## src/rtl/special_result_stage_div.sv

```systemverilog
// rtl/special_result_stage_div.sv - divider special-case result select with 2-entry output FIFO
module special_result_stage_div #(
    parameter int M            = 23,
    parameter int E            = 8,
    parameter int special_case = 7
) (
    input  logic                        clk,
    input  logic                        rst_l,
    input  logic                        in_valid,
    output logic                        in_ready,
    input  logic [E+M:0]                X,
    input  logic [E+M:0]                Y,
    input  logic [$clog2(special_case)-1:0] X_special_case,
    input  logic [$clog2(special_case)-1:0] Y_special_case,
    input  logic                        X_one,
    input  logic [E+M:0]                Q_norm,
    output logic [E+M:0]                Z,
    output logic                        Z_valid,
    input  logic                        Z_ready,
    output logic                        is_special,
    output logic                        invalid_op,
    output logic                        div_by_zero,
    output logic [15:0]                 spec_count
);
    localparam int W  = E + M + 1;
    localparam int CW = $clog2(special_case);

    typedef struct packed {
        logic [W-1:0] z;
        logic         sp;
        logic         inv;
        logic         dbz;
    } entry_t;

    entry_t      res_d;
    entry_t      mem_q [2];
    entry_t      head;
    logic        rd_ptr_q, wr_ptr_q;
    logic [1:0]  count_q, count_d;
    logic [15:0] spec_count_q;
    logic        push, pop, s;
    logic        x_inf, x_zero, y_inf, y_zero, y_one;

    // Codes outside 1..6 never match any class below, so they behave as "none".
    assign x_inf  = (X_special_case == CW'(1)) || (X_special_case == CW'(2));
    assign x_zero = (X_special_case == CW'(3)) || (X_special_case == CW'(4));
    assign y_inf  = (Y_special_case == CW'(1)) || (Y_special_case == CW'(2));
    assign y_zero = (Y_special_case == CW'(3)) || (Y_special_case == CW'(4));
    assign y_one  = (Y_special_case == CW'(5)) || (Y_special_case == CW'(6));
    assign s      = X[W-1] ^ Y[W-1];

    always_comb begin
        res_d = '0;
        if (x_inf && y_inf) begin
            res_d.z   = {s, {(W-1){1'b1}}};
            res_d.sp  = 1'b1;
            res_d.inv = 1'b1;
        end else if (x_zero && y_zero) begin
            res_d.z   = {s, {(W-1){1'b0}}};
            res_d.sp  = 1'b1;
            res_d.inv = 1'b1;
        end else if (y_zero) begin
            res_d.z   = {s, {(W-1){1'b1}}};
            res_d.sp  = 1'b1;
            res_d.dbz = 1'b1;
        end else if (x_inf) begin
            res_d.z   = {s, {(W-1){1'b1}}};
            res_d.sp  = 1'b1;
        end else if (x_zero || y_inf) begin
            res_d.z   = {s, {(W-1){1'b0}}};
            res_d.sp  = 1'b1;
        end else if (y_one) begin
            res_d.z   = {s, X[W-2:0]};
            res_d.sp  = 1'b1;
        end else begin
            res_d.z   = Q_norm;
        end
    end

    assign in_ready = (count_q != 2'd2);
    assign Z_valid  = (count_q != 2'd0);
    assign push     = in_valid && in_ready;
    assign pop      = Z_valid && Z_ready;

    always_comb begin
        count_d = count_q;
        if (push && !pop)
            count_d = count_q + 2'd1;
        else if (pop && !push)
            count_d = count_q - 2'd1;
    end

    always_ff @(posedge clk) begin
        if (!rst_l) begin
            count_q      <= 2'd0;
            rd_ptr_q     <= 1'b0;
            wr_ptr_q     <= 1'b0;
            spec_count_q <= 16'd0;
        end else begin
            count_q <= count_d;
            if (push)
                wr_ptr_q <= ~wr_ptr_q;
            if (pop)
                rd_ptr_q <= ~rd_ptr_q;
            if (push && res_d.sp && (spec_count_q != 16'hFFFF))
                spec_count_q <= spec_count_q + 16'd1;
        end
    end

    // Entry storage needs no reset: outputs are masked while the FIFO is empty.
    always_ff @(posedge clk) begin
        if (push)
            mem_q[wr_ptr_q] <= res_d;
    end

    assign head        = mem_q[rd_ptr_q];
    assign Z           = Z_valid ? head.z   : '0;
    assign is_special  = Z_valid ? head.sp  : 1'b0;
    assign invalid_op  = Z_valid ? head.inv : 1'b0;
    assign div_by_zero = Z_valid ? head.dbz : 1'b0;
    assign spec_count  = spec_count_q;
endmodule

```

## config.mk

```make
export PLATFORM = sky130hd
export DESIGN_NAME = special_result_stage_div
export DESIGN_NICKNAME = d
export VERILOG_FILES = /design/src/rtl/special_result_stage_div.sv
export SDC_FILE = /design/constraint.sdc
export NUM_CORES = 1
export LEC_CHECK = 0
export ABC_AREA = 0
export CAP_MARGIN = 20
export CORE_ASPECT_RATIO = 1.1
export CORE_MARGIN = 1
export CORE_UTILIZATION = 45
export CTS_CLUSTER_SIZE = 8
export DETAILED_ROUTE_END_ITERATION = 10
export GPL_TIMING_DRIVEN = 0
export PLACE_DENSITY = 0.78
export SYNTH_ARGS = -nofsm -noshare
export SYNTH_HDL_FRONTEND = slang
export SYNTH_SLANG_ARGS = --single-unit
```

## constraint.sdc

```tcl
create_clock -name clk -period 3.06 [get_ports clk]
set_input_delay 0.306 -clock clk [delete_from_list [all_inputs] [get_ports clk]]
set_output_delay 0.306 -clock clk [all_outputs]
set_load 0.01 [all_outputs]
```

==> results.cfg, run 1 <==
[cells_and_area]
nFillCells = 762
drive_gt1_share_pct = 5.75
layout.nets = 608
diodes = 0
area_delta_synth_final_pct = 37.7
fin_area_um2 = 5960
fin_util_pct = 63.7

[run_status]
status = completed

[synthesis]
synth_nets = 470
avgSynthCellArea_um2 = 12.0
synthTopCellsByCount = edfxtp_1, mux2i_1, nor2_1
synth.most_common_cell = edfxtp_1
synth-seq-area-share_pct = 58.3
ys_seq_elements = 91
yosysUniqueCellTypes = 39
synth_top_area_share_pct = 48.6
syn-cell-area_um2 = 4330
ys_warn_count = 0
synth_edf_count = 70
postSynthCellCount = 361
yosysTopAreaCell = edfxtp_1
synthTopCellsByArea = edfxtp_1, mux2i_1, dfxtp_1, o21ai_0, nor2_1
synthArstFlopShare_pct = 0
synth_ff_type = edfxtp_1

[setup_path]
crit_chain = clkbuf_1 > buf_1 > mux2i_1 > nor2_1 > clkdlybuf4s50_1
r2r_cells = 7
start_kind = flop
endpoint = Z[3]
cp.arrival_ns = 2.56
r2r_slack_ns = 0.96
path_depth = 5
critPathSlowestCell = buf_1
slowest_delay_ns = 0.62
cp_num_buf_inv = 3
worst_setup_path_end_kind = primary output
required_ns = 2.75
cp_max_fo = 10
path_class = reg -> out
path_delay_family = buffers and inverters
worstReg2RegEnd = count_q[1]
reg2reg_from = count_q[0]

[clocking]
clkSinkCount = 91
cts_tree = done
cts.clk_slew.worst_paths_ns = 0.08
htreeDepth = 3
cts_buffers = 9
cts_buffer_depth = 2
root_buffer = clkbuf_8
cts_setup_buffers = 0
clk_latency_ns = 0.34

[drt]
ant_nets = 0
drt_iter0_markers = 142
route.detailed.drc = 0
vias = 3276
wl_per_cell_um = 15.0
drt-pass1-iter-count = 4
drt-total-wl_mm = 9.34
vias_per_cell = 5.28

[timing]
slew_headroom_pct = 42.7
hold_viol = 0
min_period_ns = 2.87
setup_viol = 0
rsz0062_at_grt = no
slew_viol_final = 0
fin_worst_skew_ns = 0.00803
fin_tns_setup_ns = 0
finalCritPeriodShare_pct = 93.8
fmax_ghz = 0.348
worst_pin_slew_ns = 0.859
whs_ns = 0.334

[pwr]
power.density_nw_per_um2 = 665
leakagePower_uw = 0.00214
ir_drop_uv = 310

[die]
die_w_um = 95.5
dieHeight_um = 105
initial_core_util_pct = 46.3
row_count = 37
design.die.area_um2 = 10000
core_region_area_um2 = 9350
ioPinCount = 160

[worst_hold_path]
holdCritPathClass = in -> reg

[placement]
placed_area_um2 = 5770
globalplace.congestion = 0.787
port_buffers = 126
place_hpwl_mm = 6.79

[grt]
grt_pass1_vias = 3141
gr-total-overflow = 0
grt_pass1_wl_mm = 14.6
grt_max_degree = 36
antenna_found_initial = 0
grt_usage_pct = 18.9

[job]
max-cap-violations = 0
## where the power goes
part	leakage [µW]	internal (µW)	total, µW	switching (µW)
logic	0.00123	774	1560	784
clock network	0.0000886	375	769	395
registers	0.000825	1570	1640	64.4
## metrics by stage
step,std cells,setup slack [ns],total power (µW)
2_1_floorplan,361,0.404,2460
3_3_place_gp,604,-0.685,3180
3_5_place_dp,605,0.557,3240
4_1_cts,621,0.151,4000
5_1_grt,621,0.0121,4180
6_report,621,0.189,3970
## worst register-to-register path: cells and delay by family, from the launching register on
| family | cells | cell delay (ns) |
|---|---|---|
| xor gates and xnor gates | 1 | 0.15 |
| and+or+nand+nor | 3 | 0.75 |
| AOI/OAI and AO/OA | 1 | 0.15 |
| adders and majority gates | 1 | 0.31 |
| buffers and inverters | 1 | 0.32 |
| DFF | 1 | 0.35 |
## sequential cells by signal, indices dropped and copies added (netlist names), named ones only
name        count
spec_count     16
mem_q          70
wr_ptr_q        1
rd_ptr_q        1
count_q         2
## cell type report
type                       instances  area, µm²  area share [%]
inverter                           5       31.3           0.525
tap                              117        146            2.46
multi-input combinational        244       1680            28.2
clock buffer                      11        131            2.20
timing repair buffer             127       1290            21.6
buffer                            21        108            1.81
clock inverter                     5       53.8           0.903
sequential                        91       2520            42.3
## cells by family after synthesis
| group | Yosys count | synth area share (%) |
|---|---|---|
| and+or+nand+nor | 100 | 10.8 |
| AOI/OAI and AO/OA | 61 | 8.82 |
| adders and majority gates | 2 | 0.578 |
| xor gates and xnor gates | 14 | 2.83 |
| DFF | 91 | 58.3 |
| muxes | 67 | 15.5 |
| buffers and inverters | 26 | 3.18 |
## cells in the final DEF, fill, tap and decap left out, types with 2 or more instances in the layout
master	Yosys	routed
nor2_1	52	51
mux2i_1	67	67
dfxtp_1	21	21
o21ai_0	39	39
clkbuf_8	0	9
nand4_1	5	5
or4_1	2	2
or3_1	9	9
a21oi_1	11	11
nand2b_1	2	2
inv_1	3	3
xor2_1	7	7
ha_1	2	2
nand3_1	7	7
xnor2_1	7	7
clkbuf_1	12	14
nor3_1	4	4
buf_6	3	3
clkinv_1	1	3
nor4_1	3	3
buf_2	4	4
edfxtp_1	70	70
clkdlybuf4s50_1	0	126
o31ai_1	2	2
nand2_1	11	11
## what timing repair did
| action | CTS | global route |
|---|---|---|
| hold buffers | 0 | 0 |
| gates resized for setup | 0 | 1 |
| setup endpoints to repair | 0 | 1 |
## worst min-delay path by stage
stage	startpoint	end	slack (ns)	depth (start not counted)
6_report	Y_special_case[2]	mem_q[1][1]	0.33	2
5_1_grt	Y_special_case[2]	mem_q[1][1]	0.33	2
4_1_cts	Y_special_case[2]	mem_q[1][1]	0.32	2
3_5_place_dp	spec_count[15]	spec_count[15]	0.49	2
3_3_place_gp	spec_count[15]	spec_count[15]	0.48	2
2_1_floorplan	rst_l	spec_count[12]	0.44	1
## routing by layer
layer	global-route usage, %	wire length [µm]	up-vias	part of all wire [%]
met4	7.89	172	0	1.8
met1	23.1	3830	1549	41
li1	-	-	1614	-
met2	33.1	4880	100	52
met3	2.40	452	13	4.8
met5	0	0	-	0
Note: power is estimated with default switching activity, not from simulation.
==> run 2: changes to the inputs <==
- RECOVER_POWER: not set -> 25
==> run 2 against run 1 <==
Compared with the run above: the flow now finishes with violations (max-capacitance violations, max-slew violations); register-to-register slack lost 0.38 ns; worst setup slack better by 0.023 ns; combinational power hardly changed; power fell by 0.19%; clock-buffer cell count unchanged; global-route usage is the same; clock power barely moved; critical path type unchanged; largest cell class unchanged.
==> results.cfg, run 2 (synthesis results as in run 1) <==
[run_status]
status = complete, but fails checks
violations = max-capacitance violations, max-slew violations

[clocking]
cts_tree = done
clk_latency_ns = 0.34
clkSinkCount = 91
htreeDepth = 3
cts_setup_buffers = 0
root_buffer = clkbuf_8
cts.clk_slew.worst_paths_ns = 0.08
cts_buffer_depth = 2
cts_buffers = 9

[drt]
wl_per_cell_um = 15.1
route.detailed.drc = 0
ant_nets = 0
drt-pass1-iter-count = 4
drt_iter0_markers = 145
vias = 3278
drt-total-wl_mm = 9.36
vias_per_cell = 5.28

[placement]
place_hpwl_mm = 6.79
port_buffers = 126
globalplace.congestion = 0.787
dp.cells = 605
placed_area_um2 = 5770

[die]
row_count = 37
initial_core_util_pct = 46.3
core_region_area_um2 = 9350
die_w_um = 95.5
ioPinCount = 160
design.die.area_um2 = 10000
dieHeight_um = 105

[cells_and_area]
layout.nets = 608
nFillCells = 765
diodes = 0
area_delta_synth_final_pct = 37.1
largest_reg_flops = 70
layout_common_cells = clkdlybuf4s50_1, edfxtp_1, mux2i_1
final_common_cell = clkdlybuf4s50_1
multi_input_area_um2 = 1660
top_register = mem_q
regArea_um2 = 2520
fin_area_um2 = 5930
drive_gt1_share_pct = 4.96
fin_cells = 621

[setup_path]
path_class = reg -> out
start_kind = flop
required_ns = 2.75
crit_chain = clkbuf_1 > buf_1 > mux2i_1 > nor2_1 > clkdlybuf4s50_1
worst_setup_path_end_kind = primary output
cp_num_buf_inv = 3
path_delay_family = buffers and inverters
cp.arrival_ns = 2.54
critPathSlowestCell = buf_1
cp_max_fo = 10
slowest_delay_ns = 0.62

[timing]
fmax_ghz = 0.351
rsz0062_at_grt = no
min_period_ns = 2.85
setup_viol = 0
slew_viol_final = 52
fin_worst_skew_ns = 0.00986
hold_viol = 0
slew_headroom_pct = -11.0
finalCritPeriodShare_pct = 93.1
whs_ns = 0.337
worst_pin_slew_ns = 1.67

[grt]
grt_pass1_wl_mm = 14.6
grt_usage_pct = 18.9
grt_max_degree = 36
grt_pass1_vias = 3141
gr-total-overflow = 0
antenna_found_initial = 0

[pwr]
ir_drop_uv = 310
leakagePower_uw = 0.00219
power.density_nw_per_um2 = 667
total_power_uw = 3960

[worst_hold_path]
holdCritPathClass = in -> reg

[job]
max-cap-violations = 2
run 2: cell types whose count changed in the layout (fill, tap and decap cells not counted):
cell	previous run	this run
clkbuf_1	14	15
clkdlybuf4s50_1	126	107
buf_6	3	2
o2bb2a_1	0	1
nor2_4	1	0
and3_2	1	0
nor2_1	51	52
and3_1	0	1
o2bb2a_4	1	0
dlygate4sd3_1	0	19
run 2: per-layer routing:
layer,wire length (µm),up-vias,track usage (%)
li1,-,1613,-
met1,3850,1554,23.1
met2,4880,98,33.1
met3,454,13,2.40
met4,172,0,7.89
met5,0,-,0
run 2: final timing paths:
kind	from	to	slack, ns	depth (start not counted)
max	flop	Z[3]	0.21	5
min reg2reg	spec_count[15]	spec_count[15]	0.50	2
max reg2reg	count_q[0]	mem_q[0][24]	0.58	4
min	Y_special_case[2]	mem_q[1][1]	0.34	2
run 2: power by group:
| group | internal, µW | switching (µW) | total (µW) |
|---|---|---|---|
| clock network | 375 | 396 | 771 |
| logic | 765 | 782 | 1550 |
| registers | 1580 | 62.2 | 1640 |
run 2: cell type report:
| type | count | area share [%] |
|---|---|---|
| Buffer | 21 | 1.69 |
| Clock buffer | 11 | 2.21 |
| Clock inverter | 5 | 0.907 |
| Inverter | 5 | 0.527 |
| Multi-Input combinational cell | 244 | 28.0 |
| Sequential cell | 91 | 42.5 |
| Tap cell | 117 | 2.47 |
| Timing Repair Buffer | 127 | 21.7 |
run 2: stage by stage:
stage	setup TNS, ns	utilization [%]	setup slack [ns]
4_1_cts	0	63.7	0.151
6_report	0	63.4	0.212
2_1_floorplan	0	-	0.404
5_1_grt	0	63.4	0.0121
3_3_place_gp	-23.90	61.3	-0.685
3_5_place_dp	0	61.7	0.557
run 2: timing repair:
item                                    CTS  global route
hold buffers                              0             0
endpoints found under the setup margin    0             1
resized for setup                         0             1
